## src/rtl/rop3_arb_pkg.sv

```systemverilog
// Shared types for the two-requester ROP3 arbiter: requester ids, the in-flight
// tag record and the fixed datapath latency.
package rop3_arb_pkg;

   localparam int ROP3_LAT = 2;

   typedef enum logic {
      REQ_A = 1'b0,
      REQ_B = 1'b1
   } req_id_t;

   typedef struct packed {
      logic    vld;
      req_id_t id;
   } tag_t;

endpackage

```

## src/rtl/rop3_arb2_if.sv

```systemverilog
// Bundle of requester handshakes, datapath issue/result and response signals.
// Counter ports exist only when ROP3_ARB_STATS_EN is defined.
interface rop3_arb2_if #(parameter int N = 8);

   logic         hold;
   logic         a_valid;
   logic         a_ready;
   logic [N-1:0] a_p;
   logic [N-1:0] a_s;
   logic [N-1:0] a_d;
   logic [7:0]   a_mode;
   logic         b_valid;
   logic         b_ready;
   logic [N-1:0] b_p;
   logic [N-1:0] b_s;
   logic [N-1:0] b_d;
   logic [7:0]   b_mode;
   logic [N-1:0] rop_p;
   logic [N-1:0] rop_s;
   logic [N-1:0] rop_d;
   logic [7:0]   rop_mode;
   logic [N-1:0] rop_result;
   logic         rsp_a_valid;
   logic         rsp_b_valid;
   logic [N-1:0] rsp_data;
`ifdef ROP3_ARB_STATS_EN
   logic         cnt_clr;
   logic [15:0]  cnt_a;
   logic [15:0]  cnt_b;
`endif

   // Environment side: requesters plus the datapath result.
   modport master (
      output hold, a_valid, a_p, a_s, a_d, a_mode,
      output b_valid, b_p, b_s, b_d, b_mode, rop_result,
      input  a_ready, b_ready, rop_p, rop_s, rop_d, rop_mode,
      input  rsp_a_valid, rsp_b_valid, rsp_data
`ifdef ROP3_ARB_STATS_EN
      , output cnt_clr
      , input  cnt_a, cnt_b
`endif
   );

   // Arbiter side.
   modport slave (
      input  hold, a_valid, a_p, a_s, a_d, a_mode,
      input  b_valid, b_p, b_s, b_d, b_mode, rop_result,
      output a_ready, b_ready, rop_p, rop_s, rop_d, rop_mode,
      output rsp_a_valid, rsp_b_valid, rsp_data
`ifdef ROP3_ARB_STATS_EN
      , input  cnt_clr
      , output cnt_a, cnt_b
`endif
   );

endinterface

```

## src/rtl/rr_arb2.sv

```systemverilog
// Two-way round-robin grant with hold; remembers the last requester served.
module rr_arb2
   import rop3_arb_pkg::*;
(
   input  logic       clk,
   input  logic       reset,
   input  logic [1:0] req,
   input  logic       hold,
   input  logic       accept,
   output logic [1:0] gnt,
   output req_id_t    gnt_id
);

   req_id_t last_gnt_q;
   req_id_t last_gnt_d;

   // On a tie the requester not served last wins; history moves only on a transfer.
   always_comb begin
      gnt = 2'b00;
      if (!hold) begin
         case (req)
            2'b01:   gnt = 2'b01;
            2'b10:   gnt = 2'b10;
            2'b11:   gnt = (last_gnt_q == REQ_A) ? 2'b10 : 2'b01;
            default: gnt = 2'b00;
         endcase
      end
      gnt_id     = gnt[1] ? REQ_B : REQ_A;
      last_gnt_d = accept ? gnt_id : last_gnt_q;
   end

   always_ff @(posedge clk or posedge reset) begin
      if (reset) begin
         last_gnt_q <= REQ_B;
      end else begin
         last_gnt_q <= last_gnt_d;
      end
   end

endmodule

```

## src/rtl/rop3_arb2.sv

```systemverilog
// Shares one ROP3 datapath between requesters A and B and routes each result
// back to its originator. Optional transfer counters under ROP3_ARB_STATS_EN.
module rop3_arb2
   import rop3_arb_pkg::*;
#(
   parameter int N   = 8,
   parameter int LAT = ROP3_LAT
) (
   input  logic      clk,
   input  logic      reset,
   rop3_arb2_if.slave bus
);

   logic [1:0]   req;
   logic [1:0]   gnt;
   req_id_t      gnt_id;
   logic         accept;
   logic [N-1:0] p_mux;
   logic [N-1:0] s_mux;
   logic [N-1:0] d_mux;
   logic [7:0]   mode_mux;
   tag_t         tag_q [LAT];
   tag_t         tag_d [LAT];

   assign req    = {bus.b_valid, bus.a_valid};
   assign accept = |(gnt & req);

   rr_arb2 u_arb (
      .clk    (clk),
      .reset  (reset),
      .req    (req),
      .hold   (bus.hold),
      .accept (accept),
      .gnt    (gnt),
      .gnt_id (gnt_id)
   );

   // Idle cycles issue mode 0, which the datapath turns into a harmless zero.
   always_comb begin
      p_mux    = '0;
      s_mux    = '0;
      d_mux    = '0;
      mode_mux = '0;
      if (gnt[0]) begin
         p_mux    = bus.a_p;
         s_mux    = bus.a_s;
         d_mux    = bus.a_d;
         mode_mux = bus.a_mode;
      end else if (gnt[1]) begin
         p_mux    = bus.b_p;
         s_mux    = bus.b_s;
         d_mux    = bus.b_d;
         mode_mux = bus.b_mode;
      end
   end

   assign bus.a_ready  = gnt[0];
   assign bus.b_ready  = gnt[1];
   assign bus.rop_p    = p_mux;
   assign bus.rop_s    = s_mux;
   assign bus.rop_d    = d_mux;
   assign bus.rop_mode = mode_mux;

   always_comb begin
      tag_d[0] = '{vld: accept, id: gnt_id};
      for (int i = 1; i < LAT; i++) begin
         tag_d[i] = tag_q[i-1];
      end
   end

   // Tags are cleared on reset so results already inside the datapath are dropped.
   always_ff @(posedge clk or posedge reset) begin
      if (reset) begin
         for (int i = 0; i < LAT; i++) begin
            tag_q[i] <= '0;
         end
      end else begin
         for (int i = 0; i < LAT; i++) begin
            tag_q[i] <= tag_d[i];
         end
      end
   end

   assign bus.rsp_a_valid = tag_q[LAT-1].vld && (tag_q[LAT-1].id == REQ_A);
   assign bus.rsp_b_valid = tag_q[LAT-1].vld && (tag_q[LAT-1].id == REQ_B);
   assign bus.rsp_data    = bus.rop_result;

`ifdef ROP3_ARB_STATS_EN
   logic [15:0] cnt_a_q;
   logic [15:0] cnt_a_d;
   logic [15:0] cnt_b_q;
   logic [15:0] cnt_b_d;

   // Clear wins over a same-cycle transfer; counts stick at all-ones.
   always_comb begin
      cnt_a_d = cnt_a_q;
      cnt_b_d = cnt_b_q;
      if (bus.cnt_clr) begin
         cnt_a_d = '0;
         cnt_b_d = '0;
      end else begin
         if (accept && (gnt_id == REQ_A) && (cnt_a_q != 16'hFFFF)) begin
            cnt_a_d = cnt_a_q + 16'd1;
         end
         if (accept && (gnt_id == REQ_B) && (cnt_b_q != 16'hFFFF)) begin
            cnt_b_d = cnt_b_q + 16'd1;
         end
      end
   end

   always_ff @(posedge clk or posedge reset) begin
      if (reset) begin
         cnt_a_q <= '0;
         cnt_b_q <= '0;
      end else begin
         cnt_a_q <= cnt_a_d;
         cnt_b_q <= cnt_b_d;
      end
   end

   assign bus.cnt_a = cnt_a_q;
   assign bus.cnt_b = cnt_b_q;
`endif

endmodule

```

## src/flat_wrapper.sv

```systemverilog
// flat-port wrapper written by rule: the top's interface ports become plain ports
module rop3_arb2_flat import rop3_arb_pkg::*;
#(
   parameter int N   = 8,
   parameter int LAT = ROP3_LAT
)
  (clk, reset, bus_hold, bus_a_valid, bus_a_p, bus_a_s, bus_a_d, bus_a_mode, bus_b_valid, bus_b_p, bus_b_s, bus_b_d, bus_b_mode, bus_rop_result, bus_a_ready, bus_b_ready, bus_rop_p, bus_rop_s, bus_rop_d, bus_rop_mode, bus_rsp_a_valid, bus_rsp_b_valid, bus_rsp_data);
  rop3_arb2_if #(.N(N)) bus_i ();
  input  logic clk;
  input  logic reset;
  input wire logic [$bits(bus_i.hold)-1:0] bus_hold;
  input wire logic [$bits(bus_i.a_valid)-1:0] bus_a_valid;
  input wire logic [$bits(bus_i.a_p)-1:0] bus_a_p;
  input wire logic [$bits(bus_i.a_s)-1:0] bus_a_s;
  input wire logic [$bits(bus_i.a_d)-1:0] bus_a_d;
  input wire logic [$bits(bus_i.a_mode)-1:0] bus_a_mode;
  input wire logic [$bits(bus_i.b_valid)-1:0] bus_b_valid;
  input wire logic [$bits(bus_i.b_p)-1:0] bus_b_p;
  input wire logic [$bits(bus_i.b_s)-1:0] bus_b_s;
  input wire logic [$bits(bus_i.b_d)-1:0] bus_b_d;
  input wire logic [$bits(bus_i.b_mode)-1:0] bus_b_mode;
  input wire logic [$bits(bus_i.rop_result)-1:0] bus_rop_result;
  output wire logic [$bits(bus_i.a_ready)-1:0] bus_a_ready;
  output wire logic [$bits(bus_i.b_ready)-1:0] bus_b_ready;
  output wire logic [$bits(bus_i.rop_p)-1:0] bus_rop_p;
  output wire logic [$bits(bus_i.rop_s)-1:0] bus_rop_s;
  output wire logic [$bits(bus_i.rop_d)-1:0] bus_rop_d;
  output wire logic [$bits(bus_i.rop_mode)-1:0] bus_rop_mode;
  output wire logic [$bits(bus_i.rsp_a_valid)-1:0] bus_rsp_a_valid;
  output wire logic [$bits(bus_i.rsp_b_valid)-1:0] bus_rsp_b_valid;
  output wire logic [$bits(bus_i.rsp_data)-1:0] bus_rsp_data;
  assign bus_i.hold = bus_hold;
  assign bus_i.a_valid = bus_a_valid;
  assign bus_i.a_p = bus_a_p;
  assign bus_i.a_s = bus_a_s;
  assign bus_i.a_d = bus_a_d;
  assign bus_i.a_mode = bus_a_mode;
  assign bus_i.b_valid = bus_b_valid;
  assign bus_i.b_p = bus_b_p;
  assign bus_i.b_s = bus_b_s;
  assign bus_i.b_d = bus_b_d;
  assign bus_i.b_mode = bus_b_mode;
  assign bus_i.rop_result = bus_rop_result;
  assign bus_a_ready = bus_i.a_ready;
  assign bus_b_ready = bus_i.b_ready;
  assign bus_rop_p = bus_i.rop_p;
  assign bus_rop_s = bus_i.rop_s;
  assign bus_rop_d = bus_i.rop_d;
  assign bus_rop_mode = bus_i.rop_mode;
  assign bus_rsp_a_valid = bus_i.rsp_a_valid;
  assign bus_rsp_b_valid = bus_i.rsp_b_valid;
  assign bus_rsp_data = bus_i.rsp_data;
  rop3_arb2 #(.N(N), .LAT(LAT)) u_core (.clk(clk), .reset(reset), .bus(bus_i));
endmodule
```

## config.mk

```make
export PLATFORM = sky130hd
export DESIGN_NAME = rop3_arb2_flat
export DESIGN_NICKNAME = d
export VERILOG_FILES = /design/src/rtl/rop3_arb_pkg.sv /design/src/rtl/rop3_arb2_if.sv /design/src/rtl/rr_arb2.sv /design/src/rtl/rop3_arb2.sv /design/src/flat_wrapper.sv
export SDC_FILE = /design/constraint.sdc
export NUM_CORES = 1
export LEC_CHECK = 0
export ABC_AREA = 0
export BUFFER_PORTS_ARGS = -buffer_cell sky130_fd_sc_hd__buf_2
export CAP_MARGIN = 20
export CELL_PAD_IN_SITES_DETAIL_PLACEMENT = 0
export CELL_PAD_IN_SITES_GLOBAL_PLACEMENT = 1
export CORE_MARGIN = 4
export CORE_UTILIZATION = 15
export CTS_CLUSTER_DIAMETER = 150
export CTS_CLUSTER_SIZE = 40
export DETAILED_ROUTE_END_ITERATION = 8
export HOLD_SLACK_MARGIN = 0.1
export PLACE_DENSITY = 0.87
export SLEW_MARGIN = 10
export SYNTH_ARGS = -nofsm -noshare
export SYNTH_HDL_FRONTEND = slang
export SYNTH_HIERARCHICAL = 1
export SYNTH_SLANG_ARGS = --single-unit
```

## constraint.sdc

```tcl
create_clock -name clk -period 4.18 [get_ports clk]
set_input_delay 0.836 -clock clk [delete_from_list [all_inputs] [get_ports clk]]
set_output_delay 0.836 -clock clk [all_outputs]
set_load 0.05 [all_outputs]
```

==> impl_results.md, run 1 <==
* Most common cell on crit path: buf_2
* Outcome: finished clean
* Gr usage total at 8.144%
* Critical-path cell list: buf_2 > nand2_1 > and3_1 > nor2b_4 > a22o_1 > buf_2
* DR vias at 883
* Inserted Clock Buffers at 3
* Clock root buffer: clkbuf_8
* Worst Path Max Fanout at 30
* RSZ-0062 raised after global routing: false
* # fillers at 461
* Drt total wl at 2493 µm
* Synth cell types at 15
* Max H-tree Level at 1
* Antenna violations before repair at 0
* Drt drc at 0
* Top-area cell type share of the netlist area at 43.31%
* Core area at 4029 µm²
* Post-synth top cells: a22o_1, buf_4, nand2_1
* CP Class: primary input to output pin
* Family with the most delay on the worst path: simple AND/OR/NAND/NOR gates
* Slew Limit Fails at 0
* Number of gates resized after cts at 0
* Total Power at 341.7 µW
* CP bufs+invs at 2
* Post-CTS Repair Setup Buffers at 0
* ANT nets after route at 0
* Area grow syn2layout at 81.04%
* Synth Flop Type: dfrtp_1
* Final Hold Fails at 0
* Total grt overflow at 0
* Fmax achieved at 0.3069 GHz
* Top post-synthesis cells by area: a22o_1, dfrtp_1, buf_4
* Detailed-route wire length on metal 1 at 924 µm
* CTS Sinks at 5
* CTS tree: yes
* Clk slew on worst S/H paths at 0.04 ns
* CP startpoint kind: primary input
* Synthesized cell area at 626.9 µm²
* First-pass iteration count of the detailed router at 4
* Port Buffers at 104
* Share of layout cells above drive strength 1 at 67.48%
* WL met2 at 1178 µm
* Max-cap viol count at 0
* Initial DRC count at 6
* Synthesized instance count at 70
* Tmin final at 3.258 ns
* Ant. Diodes at 0
* EDFF count, synth at 0
* Die Wd at 72.65 µm
* Synthesized net count at 147
* Worst VDD drop at 0.09876 mV
* Layout Nets at 241
* CP max stage cell: nor2b_4
* Slew HR at 54.15%
* Vias in the first global route at 806
* I/O Pins at 121
* Leak at 0.7176 nW
* Top Layer Used: met4
* Row count at 23
* Worst setup EP type: output pin
* Gpl congestion at 0.6408
* Worst-margin pin slew at 0.6863 ns
* Crit path required time at 3.34 ns
* CP max stage delay at 0.62 ns
* Routed vias/inst at 4.146
* Yosys top cell by area: a22o_1
* Post-synthesis sequential area ratio at 20.16%
* Initial Util at 15.56%
* Async S/R FF share, synth at 100.0%
* Count leader, synth: a22o_1
* Total die area at 5277 µm²
* Setup TNS at 0 ns
* Clock Latency Late Sink at 0.22 ns
* First-pass GRT wire length at 3484 µm
* Wire length on met3 at 362 µm
* Yosys warns at 6
* Routed WL per cell at 11.70 µm
* Worst Path Arrival at 2.42 ns
* Final worst path period share at 77.95%
* Die height at 72.65 µm
* Max Root-Sink Buffers at 2
* Largest net degree at the start of global routing at 37
* Synth Register Bits at 5
* Hold Buf Count CTS at 0
* Setup Skew at 0.001231 ns
* Synth Area per Inst at 8.955 µm²
* HP Class: flop to flop
* PD cells at 301.1 nW/µm²
* Final setup violation count at 0
==> kinds of logic (layout without fill, tap and decap cells) <==
logic type | Yosys count | in the layout | synth area share, %
DFF | 5 | 5 | 20.16
buffers and inverters | 19 | 112 | 22.15
and+or+nand+nor | 12 | 12 | 11.18
AOI/OAI and AO/OA | 34 | 34 | 46.51
==> report_power, final <==
group	total (mW)	internal (mW)	switching [mW]
Clock	0.0882	0.0654	0.0228
Combinational	0.197	0.0620	0.135
Sequential	0.0561	0.0543	0.00179
==> final timing paths <==
kind                                         start  slack (ns)                      end  depth (start not counted)
setup / recovery                       bus_a_valid        0.92             bus_rop_s[0]                          6
hold / removal                     u_core/tag_d[0]        0.34          u_core/tag_q[0]                          0
setup reg to reg           u_core/u_arb/last_gnt_q        2.41  u_core/u_arb/last_gnt_q                          6
hold reg to reg                    u_core/tag_d[0]        0.34          u_core/tag_q[0]                          0
max in group asynchronous                    reset        3.53          u_core/tag_d[0]                          2
min in group asynchronous                    reset        0.50          u_core/tag_d[1]                          2
==> per-stage QoR <==
step	std cells	worst slack (ns)	hold WS (ns)	instance area [µm²]	utilization (%)
2_1_floorplan	70	0.9987	0.3312	626.9	-
3_3_place_gp	209	0.9379	0.3330	1090	27.05
3_5_place_dp	209	0.9065	0.3362	1090	27.05
4_1_cts	213	0.8996	0.3453	1135	28.17
5_1_grt	213	0.7552	0.3483	1135	28.17
6_report	213	0.9216	0.3401	1135	28.17
==> layout by cell type, fill, tap and decap left out <==
master / n
a22o_1: 31
a41o_1: 1
and2_1: 1
and3_1: 2
buf_2: 104
buf_4: 1
clkbuf_1: 1
clkbuf_8: 3
dfrtp_1: 4
dfstp_2: 1
inv_1: 3
nand2_1: 5
nand2b_1: 1
nor2b_1: 2
nor2b_4: 1
o21ai_1: 2
==> sequential cells by signal, indices dropped and copies added, names as in the netlist <==
name,cells
u_core/tag_d,2
u_core/tag_q,2
u_core/u_arb/last_gnt_q,1
==> cell type report <==
type                       count  area (µm²)  share of cell area [%]
multi-input combinational     46       361.6                   31.86
sequential                     5       126.4                   11.14
timing repair buffer         105       528.0                   46.53
clock buffer                   4       45.04                   3.969
tap                           50       62.56                   5.513
inverter                       3       11.26                  0.9923
==> layer usage <==
metal  vias up  global-route usage [%]
met4         0                   2.869
met5         -                       0
met3         4                   3.030
met2        71                   14.23
li1        446                       -
met1       362                   8.993
(Power assumes the default switching activity.)
==> run 2, diff against run 1 <==
ABC_AREA = 1   (was 0)
CORE_UTILIZATION = 19   (was 15)
PLACE_DENSITY = 0.83   (was 0.87)
clock period = 3.4 ns   (was 4.18 ns; I/O delays follow)
==> impl_results.md, run 2 <==
* DR vias at 1171 (+33%)
* Drt total wl at 3140 µm (+26%)
* Core area at 4848 µm² (+20%)
* Synthesized instance count at 141 (+100%)
* Final Util at 30.30% (+2.1 points)
* Count leader, synth: nand2_1
* Final setup violation count at 0 (unchanged)
* Outcome: finished clean
* CP max stage cell: a21oi_4
* Share of layout cells above drive strength 1 at 62.07% (-5.4 points)
* Final Hold Fails at 0 (unchanged)
* Ant. Diodes at 0 (unchanged)
* Clock Latency Late Sink at 0.22 ns (about the same)
* CTS Sinks at 5 (unchanged)
* Met3 Resource Use GR at 2.596% (-0.43 points)
* Worst setup EP type: output pin
* Reg2reg start: u_core/u_arb/last_gnt_q
* Worst VDD drop at 0.1481 mV (+50%)
* Met1 global-route usage at 9.872% (+0.88 points)
* Synth Area per Inst at 6.948 µm² (-22%)
* Largest net degree at the start of global routing at 33 (-11%)
* Slew Limit Fails at 0 (unchanged)
* CP startpoint kind: primary input
* Critical-path cell list: buf_2 > inv_1 > nand2_1 > a21oi_4 > buf_12 > nand2_1 > nand2_1 > buf_2
* Final worst path period share at 80.68%
* Yosys top cell by area: nand3_2
* ANT nets after route at 0 (unchanged)
* Worst-margin pin slew at 0.5865 ns (-0.09975 ns)
* EDFF count, synth at 0 (unchanged)
* Number of gates resized after cts at 0 (unchanged)
* Leak at 0.9050 nW (+26%)
* Layout Nets at 310 (+29%)
* Post-synthesis sequential area ratio at 12.90% (-7.3 points)
* Tmin final at 2.743 ns
* Max-cap viol count at 0 (unchanged)
* Vias in the first global route at 1145 (+42%)
* Gr usage total at 9.357% (+1.2 points)
* Synth Register Bits at 5 (unchanged)
* Worst hold slack at 0.3466 ns (+0.006489 ns)
* CP Class: primary input to output pin
* Slew HR at 60.81% (+6.7 points)
* Setup Skew at 0.001895 ns (+0.0006634 ns)
* Setup TNS at 0 ns (unchanged)
* Clock root buffer: clkbuf_8
* CP max stage delay at 0.48 ns (-0.14 ns)
* Fmax achieved at 0.3645 GHz
* RSZ-0062 raised after global routing: false
* Max H-tree Level at 1 (unchanged)
* Routed WL per cell at 10.50 µm (-10%)
* Max Root-Sink Buffers at 2 (unchanged)
* Top post-synthesis cells by area: nand3_2, nand2_1, dfrtp_1
* Antenna violations before repair at 0 (unchanged)
* I/O Pins at 121 (unchanged)
* Clk slew on worst S/H paths at 0.04 ns (about the same)
* Drt drc at 0 (unchanged)
* Gpl congestion at 0.6928 (+8.1%)
* CTS tree: yes
* Initial DRC count at 18 (+12)
* Total Power at 465.5 µW (+36%)
* Total die area at 6369 µm² (+21%)
* Synthesized cell area at 979.7 µm² (+56%)
* Worst Path Arrival at 2.06 ns (-0.36 ns)
* PD cells at 316.9 nW/µm² (+5.3%)
* Design Area, Final at 1469 µm² (+29%)
* FF-to-FF End: u_core/u_arb/last_gnt_q
* Most common cell on crit path: nand2_1
* Port Buffers at 104 (unchanged)
* Inserted Clock Buffers at 3 (unchanged)
* First-pass iteration count of the detailed router at 4 (unchanged)
* Initial Util at 20.21% (+4.6 points)
* DP HPWL at 2606 µm
* First-pass GRT wire length at 4892 µm (+40%)
* Area grow syn2layout at 49.94%
* Yosys warns at 6 (unchanged)
* HP Class: primary input to asynchronous set/reset pin
* Hold Buf Count CTS at 0 (unchanged)
* Total grt overflow at 0 (unchanged)
* Top-area cell type share of the netlist area at 30.65% (-13 points)
* Most common cell after layout, fill and taps aside: buf_2
* Post-place instance area at 1424 µm² (+31%)
* Post-CTS Repair Setup Buffers at 0 (unchanged)
* Routed vias/inst at 3.916 (-5.5%)
* FF-to-FF path depth at 6 (unchanged)
* Synth cell types at 15 (unchanged)
* FF-to-FF setup slack at 1.84 ns (-0.57 ns)
* Async S/R FF share, synth at 100.0% (unchanged)
* Die height at 79.81 µm (+9.9%)
* Met2 Use GR at 17.70% (+3.5 points)
* Row count at 25 (+8.7%)
* # fillers at 552 (+20%)
* GR peak layer: met2
* Die Wd at 79.81 µm (+9.9%)
* Most frequent cells in the layout: buf_2, nand2_1, nand3_2, inv_1, dfrtp_1
* Synth Flop Type: dfrtp_1
* Synthesized net count at 218 (+48%)
* Worst Path Max Fanout at 19 (-37%)
* Post-synth top cells: nand2_1, nand3_2, buf_4
* Crit path required time at 2.72 ns (-0.62 ns)
## run 2: how the worst max path moves through the flow
stage / start / endpoint / cells past startpoint
floorplan: bus_hold / bus_rop_d[0] / 7
finish: bus_hold / bus_rop_s[5] / 8
global placement: bus_hold / bus_rop_s[5] / 8
global route: bus_hold / bus_rop_p[7] / 8
detailed placement: bus_hold / bus_rop_d[6] / 8
CTS: bus_hold / bus_rop_d[6] / 8
## run 2: layout make-up
class | instances | area, µm² | area share [%]
Clock buffer | 4 | 45.04 | 3.066
Inverter | 7 | 33.78 | 2.300
Multi-Input combinational cell | 109 | 624.3 | 42.50
Sequential cell | 5 | 126.4 | 8.603
Tap cell | 67 | 83.83 | 5.707
Timing Repair Buffer | 107 | 555.5 | 37.82
## run 2: metrics by stage
| step | std cells | worst slack [ns] |
|---|---|---|
| 3_3_place_gp | 295 | 0.7011 |
| 4_1_cts | 299 | 0.6199 |
| 6_report | 299 | 0.6567 |
| 3_5_place_dp | 295 | 0.6508 |
| 2_1_floorplan | 141 | 0.3283 |
| 5_1_grt | 299 | 0.5036 |
## run 2: metal layers
metal	wire [µm]	up-vias
met1	1139	494
met4	17	0
met5	0	-
li1	-	613
met2	1593	62
met3	390	2
## run 2: report_power, final
group          internal, mW  switching, mW  total, mW
sequential           0.0675        0.00273     0.0703
clock                0.0805         0.0300      0.111
combinational        0.0797          0.205      0.285
## run 2: cells by family after synthesis
| logic type | after synthesis | synth area share [%] |
|---|---|---|
| AO/OA/AOI/OAI | 1 | 0.5104 |
| buffers and inverters | 27 | 25.29 |
| flip-flops | 5 | 12.90 |
| AND/OR/NAND/NOR | 108 | 61.30 |
## run 2: worst max-delay path: cells and delay by family
family	cells	cell delay (ns)
buffers and inverters	4	0.68
AOI/OAI and AO/OA	1	0.48
and+or+nand+nor	3	0.22
